### config.mk
export PLATFORM = sky130hd
export DESIGN_NAME = clk_div_ctrl_flat
export DESIGN_NICKNAME = d
export VERILOG_FILES = /design/src/rtl/clk_div_pkg.sv /design/src/rtl/clk_div_ctrl_if.sv /design/src/rtl/clk_div_core.sv /design/src/rtl/clk_div_ctrl.sv /design/src/flat_wrapper.sv
export SDC_FILE = /design/constraint.sdc
export NUM_CORES = 1
export LEC_CHECK = 0
export CAP_MARGIN = 40
export CELL_PAD_IN_SITES_DETAIL_PLACEMENT = 0
export CELL_PAD_IN_SITES_GLOBAL_PLACEMENT = 1
export CORE_MARGIN = 2
export CORE_UTILIZATION = 45
export DETAILED_ROUTE_END_ITERATION = 10
export PLACE_DENSITY = 0.89
export SLEW_MARGIN = 20
export SYNTH_ARGS = -nofsm -noshare
export SYNTH_HDL_FRONTEND = slang
export SYNTH_HIERARCHICAL = 1
export SYNTH_SLANG_ARGS = --single-unit
### constraint.sdc
create_clock -name clk -period 5.6 [get_ports clk]
set_clock_uncertainty 0.2 [all_clocks]
set_input_delay 0.56 -clock clk [delete_from_list [all_inputs] [get_ports clk]]
set_output_delay 0.56 -clock clk [all_outputs]
set_load 0.03 [all_outputs]
### src/rtl/clk_div_pkg.sv
// Shared types and constants for the run-time clock divider controller.
package clk_div_pkg;

    typedef enum logic [1:0] {
        StIdle,
        StRun,
        StStop
    } state_e;

    // Smallest ratio that still gives one high and one low cycle.
    localparam int unsigned DIV_MIN = 2;

endpackage

### src/rtl/clk_div_ctrl_if.sv
// Ratio-change handshake between config logic (master) and the divider controller (slave).
interface clk_div_ctrl_if #(
    parameter int unsigned DIV_W = 8
);

    logic             cfg_valid;
    logic [DIV_W-1:0] cfg_div;
    logic             cfg_ready;
    logic             cfg_err;

    modport master (
        output cfg_valid,
        output cfg_div,
        input  cfg_ready,
        input  cfg_err
    );

    modport slave (
        input  cfg_valid,
        input  cfg_div,
        output cfg_ready,
        output cfg_err
    );

endinterface

### src/rtl/clk_div_core.sv
// Period counter and registered out_clk/out_tick generation for a ratio held in div_q.
module clk_div_core
    import clk_div_pkg::*;
#(
    parameter int unsigned DIV_W   = 8,
    parameter int unsigned DEF_DIV = 2
) (
    input  logic             clk,
    input  logic             rst,
    input  logic             run,
    input  logic             load,
    input  logic [DIV_W-1:0] load_div,
    output logic             wrap,
    output logic             out_clk,
    output logic             out_tick
);

    logic             run_q;
    logic [DIV_W-1:0] cnt_q, cnt_d;
    logic [DIV_W-1:0] div_q, div_d;
    logic [DIV_W-1:0] high_d;

    // run_q mirrors "currently running"; run is "running next cycle".
    assign wrap = run_q && (cnt_q == div_q - DIV_W'(1));

    always_comb begin
        div_d  = load ? load_div : div_q;
        cnt_d  = (run && run_q && !wrap) ? cnt_q + DIV_W'(1) : '0;
        high_d = div_d - (div_d >> 1);
    end

    // Outputs are computed from next-state values so they line up with the visible cnt_q.
    always_ff @(posedge clk or negedge rst) begin
        if (!rst) begin
            run_q    <= 1'b0;
            cnt_q    <= '0;
            div_q    <= DIV_W'(DEF_DIV);
            out_clk  <= 1'b0;
            out_tick <= 1'b0;
        end else begin
            run_q    <= run;
            cnt_q    <= cnt_d;
            div_q    <= div_d;
            out_clk  <= run && (cnt_d < high_d);
            out_tick <= run && (cnt_d == '0);
        end
    end

endmodule

### src/rtl/clk_div_ctrl.sv
// Start/stop FSM and pending-ratio handshake; ratio changes land only on period boundaries.
module clk_div_ctrl
    import clk_div_pkg::*;
#(
    parameter int unsigned DIV_W   = 8,
    parameter int unsigned DEF_DIV = 2
) (
    input  logic                 clk,
    input  logic                 rst,
    input  logic                 en,
    clk_div_ctrl_if.slave        cfg,
    output logic                 out_clk,
    output logic                 out_tick,
    output logic                 busy
);

    state_e           state_q, state_d;
    logic             pend_q, pend_d;
    logic [DIV_W-1:0] pend_div_q, pend_div_d;
    logic             err_q, err_d;
    logic             accept;
    logic             load;
    logic             wrap;
    logic             run;

    always_comb begin
        state_d = state_q;
        unique case (state_q)
            StIdle:  if (en) state_d = StRun;
            StRun:   if (!en) state_d = StStop;
            StStop: begin
                if (en) begin
                    state_d = StRun;
                end else if (wrap) begin
                    state_d = StIdle;
                end
            end
            default: state_d = StIdle;
        endcase
    end

    assign run = (state_d != StIdle);

    // load and accept are exclusive: one needs pend_q set, the other clear.
    always_comb begin
        accept     = cfg.cfg_valid && !pend_q;
        load       = pend_q && (wrap || state_q == StIdle);
        err_d      = accept && (cfg.cfg_div < DIV_W'(DIV_MIN));
        pend_d     = pend_q;
        pend_div_d = pend_div_q;
        if (load) begin
            pend_d = 1'b0;
        end else if (accept && !err_d) begin
            pend_d     = 1'b1;
            pend_div_d = cfg.cfg_div;
        end
    end

    always_ff @(posedge clk or negedge rst) begin
        if (!rst) begin
            state_q    <= StIdle;
            pend_q     <= 1'b0;
            pend_div_q <= DIV_W'(DEF_DIV);
            err_q      <= 1'b0;
        end else begin
            state_q    <= state_d;
            pend_q     <= pend_d;
            pend_div_q <= pend_div_d;
            err_q      <= err_d;
        end
    end

    clk_div_core #(
        .DIV_W   (DIV_W),
        .DEF_DIV (DEF_DIV)
    ) u_core (
        .clk      (clk),
        .rst      (rst),
        .run      (run),
        .load     (load),
        .load_div (pend_div_q),
        .wrap     (wrap),
        .out_clk  (out_clk),
        .out_tick (out_tick)
    );

    assign cfg.cfg_ready = !pend_q;
    assign cfg.cfg_err   = err_q;
    assign busy          = (state_q != StIdle);

endmodule

### src/flat_wrapper.sv
// flat-port wrapper written by rule: the top's interface ports become plain ports
module clk_div_ctrl_flat import clk_div_pkg::*;
#(
    parameter int unsigned DIV_W   = 8,
    parameter int unsigned DEF_DIV = 2
)
  (clk, rst, en, out_clk, out_tick, busy, cfg_cfg_valid, cfg_cfg_div, cfg_cfg_ready, cfg_cfg_err);
  clk_div_ctrl_if #(.DIV_W(DIV_W)) cfg_i ();
  input  logic clk;
  input  logic rst;
  input  logic en;
  output logic out_clk;
  output logic out_tick;
  output logic busy;
  input wire logic [$bits(cfg_i.cfg_valid)-1:0] cfg_cfg_valid;
  input wire logic [$bits(cfg_i.cfg_div)-1:0] cfg_cfg_div;
  output wire logic [$bits(cfg_i.cfg_ready)-1:0] cfg_cfg_ready;
  output wire logic [$bits(cfg_i.cfg_err)-1:0] cfg_cfg_err;
  assign cfg_i.cfg_valid = cfg_cfg_valid;
  assign cfg_i.cfg_div = cfg_cfg_div;
  assign cfg_cfg_ready = cfg_i.cfg_ready;
  assign cfg_cfg_err = cfg_i.cfg_err;
  clk_div_ctrl #(.DIV_W(DIV_W), .DEF_DIV(DEF_DIV)) u_core (.clk(clk), .rst(rst), .en(en), .cfg(cfg_i), .out_clk(out_clk), .out_tick(out_tick), .busy(busy));
endmodule
Word level (Yosys, flattened, before mapping):

Index checks and enable logic that the tools add are counted.

* flip-flop bits (word level): 31
* input port bits: 12
* output and inout bits: 5
* logic and storage cells: 46

* $add $sub $neg: 3
* order comparisons: 2
* equal/unequal tests: 3
* muxes and demuxes: 9
* bitwise operators: 1
* reductions and logical operators: 19

Operators with widths (count)
* $mux 8: 2
* $logic_and 1x1->1: 9
* $add 8x1->8 const B: 1
* $eq 8x8->1: 1
* $logic_not 8->1: 1
* $lt 8x2->1 const B: 1
* $lt 8x8->1: 1
* $mux 2: 4
* $sub 8x1->8 const B: 1
* $sub 8x7->8: 1
* $pmux 2 s3: 1
* $reduce_bool 2->1: 3
* $logic_not 1->1: 3
* $eq 2x1->1 const B: 1
* $eq 2x2->1 const B: 1
* $logic_not 2->1: 1
* $mux 1: 2
* $reduce_and 2->1: 1
* $logic_or 1x1->1: 1
* $not 1->1: 1

Logic depth before layout (Yosys ltp):

* depth in word-level cells: 12
* depth in mapped cells: 26
* mapped depth without buffers: 25

By module:

Netlist, hierarchy kept.

By module, submodules not included
* clk_div_core: instances 1, cells an instance 166, area an instance 1515.2 um^2, seq. area each 476.7 um^2
* clk_div_ctrl: instances 1, cells an instance 38, area an instance 513.0 um^2, seq. area each 301.5 um^2

Worst setup path before layout:

Ideal clock, no wire load.

* kind: reg-to-reg
* start point: register u_core.u_core.div_q[1]
* end point: register u_core.u_core.out_clk
* arrival: 4.511 ns
* required time: 5.276 ns
* slack: 0.765 ns
* stages on the path, launching flop included: 26
* path buffers: 1
* clock period less this slack: 4.835 ns
* path through: dfstp_2 inv_1 ha_1 or3_2 a31oi_1 o211a_1 nor2_1 nor2_1 clkbuf_1 nand2_1 o21ai_0 ha_1 inv_1 fa_1 a21oi_1 nor2_1 nor2_1 o21bai_1 a21oi_1 xor2_1 ha_1 nand4_1 a21oi_1 o31ai_1 and4b_1 o31a_1

* elaborated cells between the ends (all ways): 17
* those cells by class: add/sub (2); order compare (1); eq/ne (1); mux (5); reduce/logical (8)

RTL lines
* from (decl): RTL line clk_div_core.sv:20 `logic [DIV_W-1:0] div_q, div_d;`
* from (signal assigned): RTL line clk_div_core.sv:37 `div_q <= DIV_W'(DEF_DIV);`
* from (signal assigned): RTL line clk_div_core.sv:43 `div_q <= div_d;`
* $sub 8x1->8: RTL line clk_div_core.sv:24 `assign wrap = run_q && (cnt_q == div_q - DIV_W'(1));`
* $eq 8x8->1: RTL line clk_div_core.sv:24
* $logic_and 1x1->1: RTL line clk_div_core.sv:24
* via u_core.wrap: RTL line clk_div_ctrl.sv:23 `logic wrap;`
* $logic_or 1x1->1: RTL line clk_div_ctrl.sv:47 `load = pend_q && (wrap || state_q == StIdle);`
* $logic_and 1x1->1: RTL line clk_div_ctrl.sv:47
* via u_core.load: RTL line clk_div_ctrl.sv:22 `logic load;`
* $mux 8: RTL line clk_div_core.sv:27 `div_d = load ? load_div : div_q;`
* via u_core.u_core.div_d[1]: RTL line clk_div_core.sv:20
* $sub 8x7->8: RTL line clk_div_core.sv:29 `high_d = div_d - (div_d >> 1);`
* $lt 8x8->1: RTL line clk_div_core.sv:44 `out_clk <= run && (cnt_d < high_d);`
* $logic_and 1x1->1: RTL line clk_div_core.sv:44
* to (signal assigned): RTL line clk_div_core.sv:44
* to (decl): RTL line clk_div_core.sv:14 `output logic out_clk,`

The timed path passes the listed nets, and every way through them passes these cells.
A chain may end at the register's enable or synchronous reset.

Worst setup path after layout:

Same ends and word-level chain as after synthesis.

==> out/metrics.csv <==
stage,metric,value,unit
sta,finalSetupViolCount,0,
grt,grt_remaining_overflow,0,
power_and_ir_drop,leakagePower,1.09,nW
power_and_ir_drop,p_per_area,512,nW/µm²
sta,max_freq,195,MHz
drt,drt_iter0_drc,97,
clock_network,worstSkewPairLatency,290,ps
drt,vias,1506,
sta,rsz0062_at_grt,false,
hold_path,hp-class,register to register,
sta,timing.hold.ws,313,ps
hold_path,hold_depth,1,
yosys,synth_area_per_cell,9.94,µm²
layout,area_growth,14.4,%
yosys,synth_area_leaders,"dfrtp_1 36%, ha_1 9.9%, xnor2_1 5.2%, inv_1 3.7%, xor2_1 3.5%",
worst_setup_path,rrSetupSlack,480,ps
yosys,syn_inst,204,
place,gp_congestion,0.796,
clock_network,cts.htree.levels,2,
yosys,seq_area_frac_synth,0.384,
clock_network,cts_buffers,5,
floorplanning,ios,17,
layout,diodes,0,
clock_network,clk_pin_slew,60,ps
place,post-dp-hpwl,3140,µm
sta,fin_tns_setup,0,ps
drt,viasPerCell,5.44,
yosys,synth-edff-count,0,
grt,grt_pass1_vias,1560,
layout,fillers,379,
sta,worst_pin_slew,600,ps
flow_run,drv_cap,0,
drt,dr.pass1.iters,6,
clock_network,cts_sinks,31,
floorplanning,fp.dieW,71.1,µm
floorplanning,rows,24,
drt,ant_nets,0,
yosys,ys.flop_type,dfrtp_1,
clock_network,postCtsResizedCells,0,
grt,grt_max_degree,32,
grt,grt_use_total,0.178,
yosys,ys_types,49,
worst_setup_path,critPathKind,register to register,
layout,stdcell_area,2320,µm²
clock_network,cts_root_buffer,clkbuf_8,
clock_network,hold_buffers,0,
sta,slew_violations,0,
yosys,synthesis.area,2030,µm²
yosys,synth_nets,233,
place,dpl-instance-area,2230,µm²
clock_network,cts_tree,yes,
yosys,synth_top_area_share,0.358,
sta,final.min_clock_period,5120,ps
yosys,async_flop_share,1.00,
grt,grt_pass1_wl,7020,µm
yosys,yosys_warnings,6,
drt,routed_wl,4090,µm
sta,fin_crit_sh,0.914,
layout,layout-drive-gt1-share,0.102,
layout,utilization,0.533,
hold_path,hold_start,u_core/pend_div_q[3],
power_and_ir_drop,ir_worst_vdd,0.335,mV
drt,wl_per_cell,14.8,µm
worst_setup_path,required,5580,ps
place,port_buffers,16,
worst_setup_path,r2r-start,u_core/u_core/div_q[1],
worst_setup_path,end_kind,register,
sta,finalHoldViolCount,0,
worst_setup_path,worstPathArrival,5100,ps
grt,antenna_found_initial,0,
floorplanning,core-area,4350,µm²
worst_setup_path,r2r_end,u_core/u_core/out_clk,
worst_setup_path,ff2ff_path_depth,25,
yosys,synth_area_leader_cell,dfrtp_1,
floorplanning,dieArea,5060,µm²
floorplanning,dieHeight,71.1,µm
drt,drc,0,
layout,fin_nets,253,
worst_setup_path,startpoint_type,register,
yosys,ys_ff_latch,31,
status,status,completed,
worst_setup_path,cp_max_fo,5,
floorplanning,initial_core_util,0.466,
hold_path,min_delay_worst_endpoint,u_core/pend_div_q[3],
clock_network,clock_path_buffers,2,
sta,max_slew_margin,0.596,
clock_network,cts.repair_timing.setup_buffer_count,0,
worst max-delay path: stages (launching register included):
cell and delay, ps:
dfstp_2 540, inv_1 60, ha_1 290, xor2_1 170, nand3_1 100, nor4b_1 310
o211a_1 300, nor2_1 70, nor2_1 280, nand2_1 90, o21ai_0 240, ha_1 280
inv_1 60, fa_1 400, a21oi_1 150, nor2_1 50, nor2_1 140, o21bai_1 80
a21oi_1 170, xor2_1 90, ha_1 290, nand4_1 100, a21oi_1 170, o31ai_1 90
and4b_1 190, o31a_1 100
cell type report:
class,count,area [µm²],area share
Timing Repair Buffer,18,175,0.0755
Inverter,20,75.1,0.0324
Sequential cell,31,778,0.335
Clock buffer,7,76.3,0.0329
Clock inverter,1,5.00,0.00216
Tap cell,52,65.1,0.0280
Multi-Input combinational cell,148,1140,0.494
stage by stage:
step	worst slack [ps]	std cells	power, mW
6_report	484	277	1.19
5_1_grt	51.2	277	1.30
3_5_place_dp	446	269	1.02
4_1_cts	401	277	1.20
2_1_floorplan	765	204	0.861
3_3_place_gp	608	269	0.999
cells by family after synthesis:
| group | Yosys count | share of synthesized area |
|---|---|---|
| and+or+nand+nor | 63 | 0.183 |
| AOI/OAI and AO/OA | 41 | 0.147 |
| DFF | 31 | 0.384 |
| buffers and inverters | 25 | 0.0543 |
| xor gates and xnor gates | 20 | 0.0864 |
| adders and majority gates | 17 | 0.109 |
| muxes | 7 | 0.0370 |
power by group:
group | switching (mW) | internal, mW | total (mW)
Sequential | 0.0625 | 0.286 | 0.348
Clock | 0.0847 | 0.0871 | 0.172
Combinational | 0.351 | 0.317 | 0.668
metal layers:
metal | global-route usage | share of wire | wire length, µm
met4 | 0.0881 | 0.012 | 48
met5 | 0 | 0 | 0
met1 | 0.248 | 0.50 | 2030
met2 | 0.271 | 0.47 | 1930
met3 | 0.0256 | 0.020 | 83
cell usage in the layout, fill, tap and decap left out, drive strengths merged, types with 3 or more instances in the layout:
cell           instances
inv                   20
clkdlybuf4s50         16
nand2                  6
o31ai                  3
mux2i                  6
a22o                   8
ha                    16
xnor2                 12
nor2                  16
nor3                   6
clkbuf                 7
a21oi                  9
nand4                  3
nor2b                  4
a31oi                  3
and2                   3
o21ai                  9
dfrtp                 29
xor2                   8
nand3                  5
cell usage after synthesis (4+ instances only):
| cell type | n |
|---|---|
| mux2i_1 | 6 |
| o21ai_0 | 9 |
| nand2_1 | 6 |
| dfrtp_1 | 29 |
| a22o_1 | 6 |
| xnor2_1 | 12 |
| inv_1 | 20 |
| ha_1 | 16 |
| nor3_1 | 6 |
| a21oi_1 | 9 |
| nor2_1 | 16 |
| xor2_1 | 8 |
| nor2b_1 | 4 |
| nand3_1 | 5 |
state kept, by name, summed over array words and instances (netlist names):
name / flops
u_core/pend_div_q: 8
u_core/u_core/cnt_q: 8
u_core/u_core/div_q: 8
u_core/state_q: 2
u_core/cfg.cfg_err: 1
u_core/pend_q: 1
u_core/u_core/out_clk: 1
u_core/u_core/out_tick: 1
u_core/u_core/run_q: 1
worst max path at each step:
stage,end,slack (ps),start,depth (start not counted)
after global routing,u_core/u_core/out_clk,50,u_core/u_core/div_q[0],25
after CTS,u_core/u_core/out_clk,400,u_core/u_core/div_q[0],25
after detailed placement,u_core/u_core/out_clk,450,u_core/u_core/div_q[0],25
after global placement,u_core/u_core/out_clk,610,u_core/u_core/div_q[1],24
after floorplan,u_core/u_core/out_clk,760,u_core/u_core/div_q[1],25
final,u_core/u_core/out_clk,480,u_core/u_core/div_q[1],25
Power figures use the tool's default switching activity.
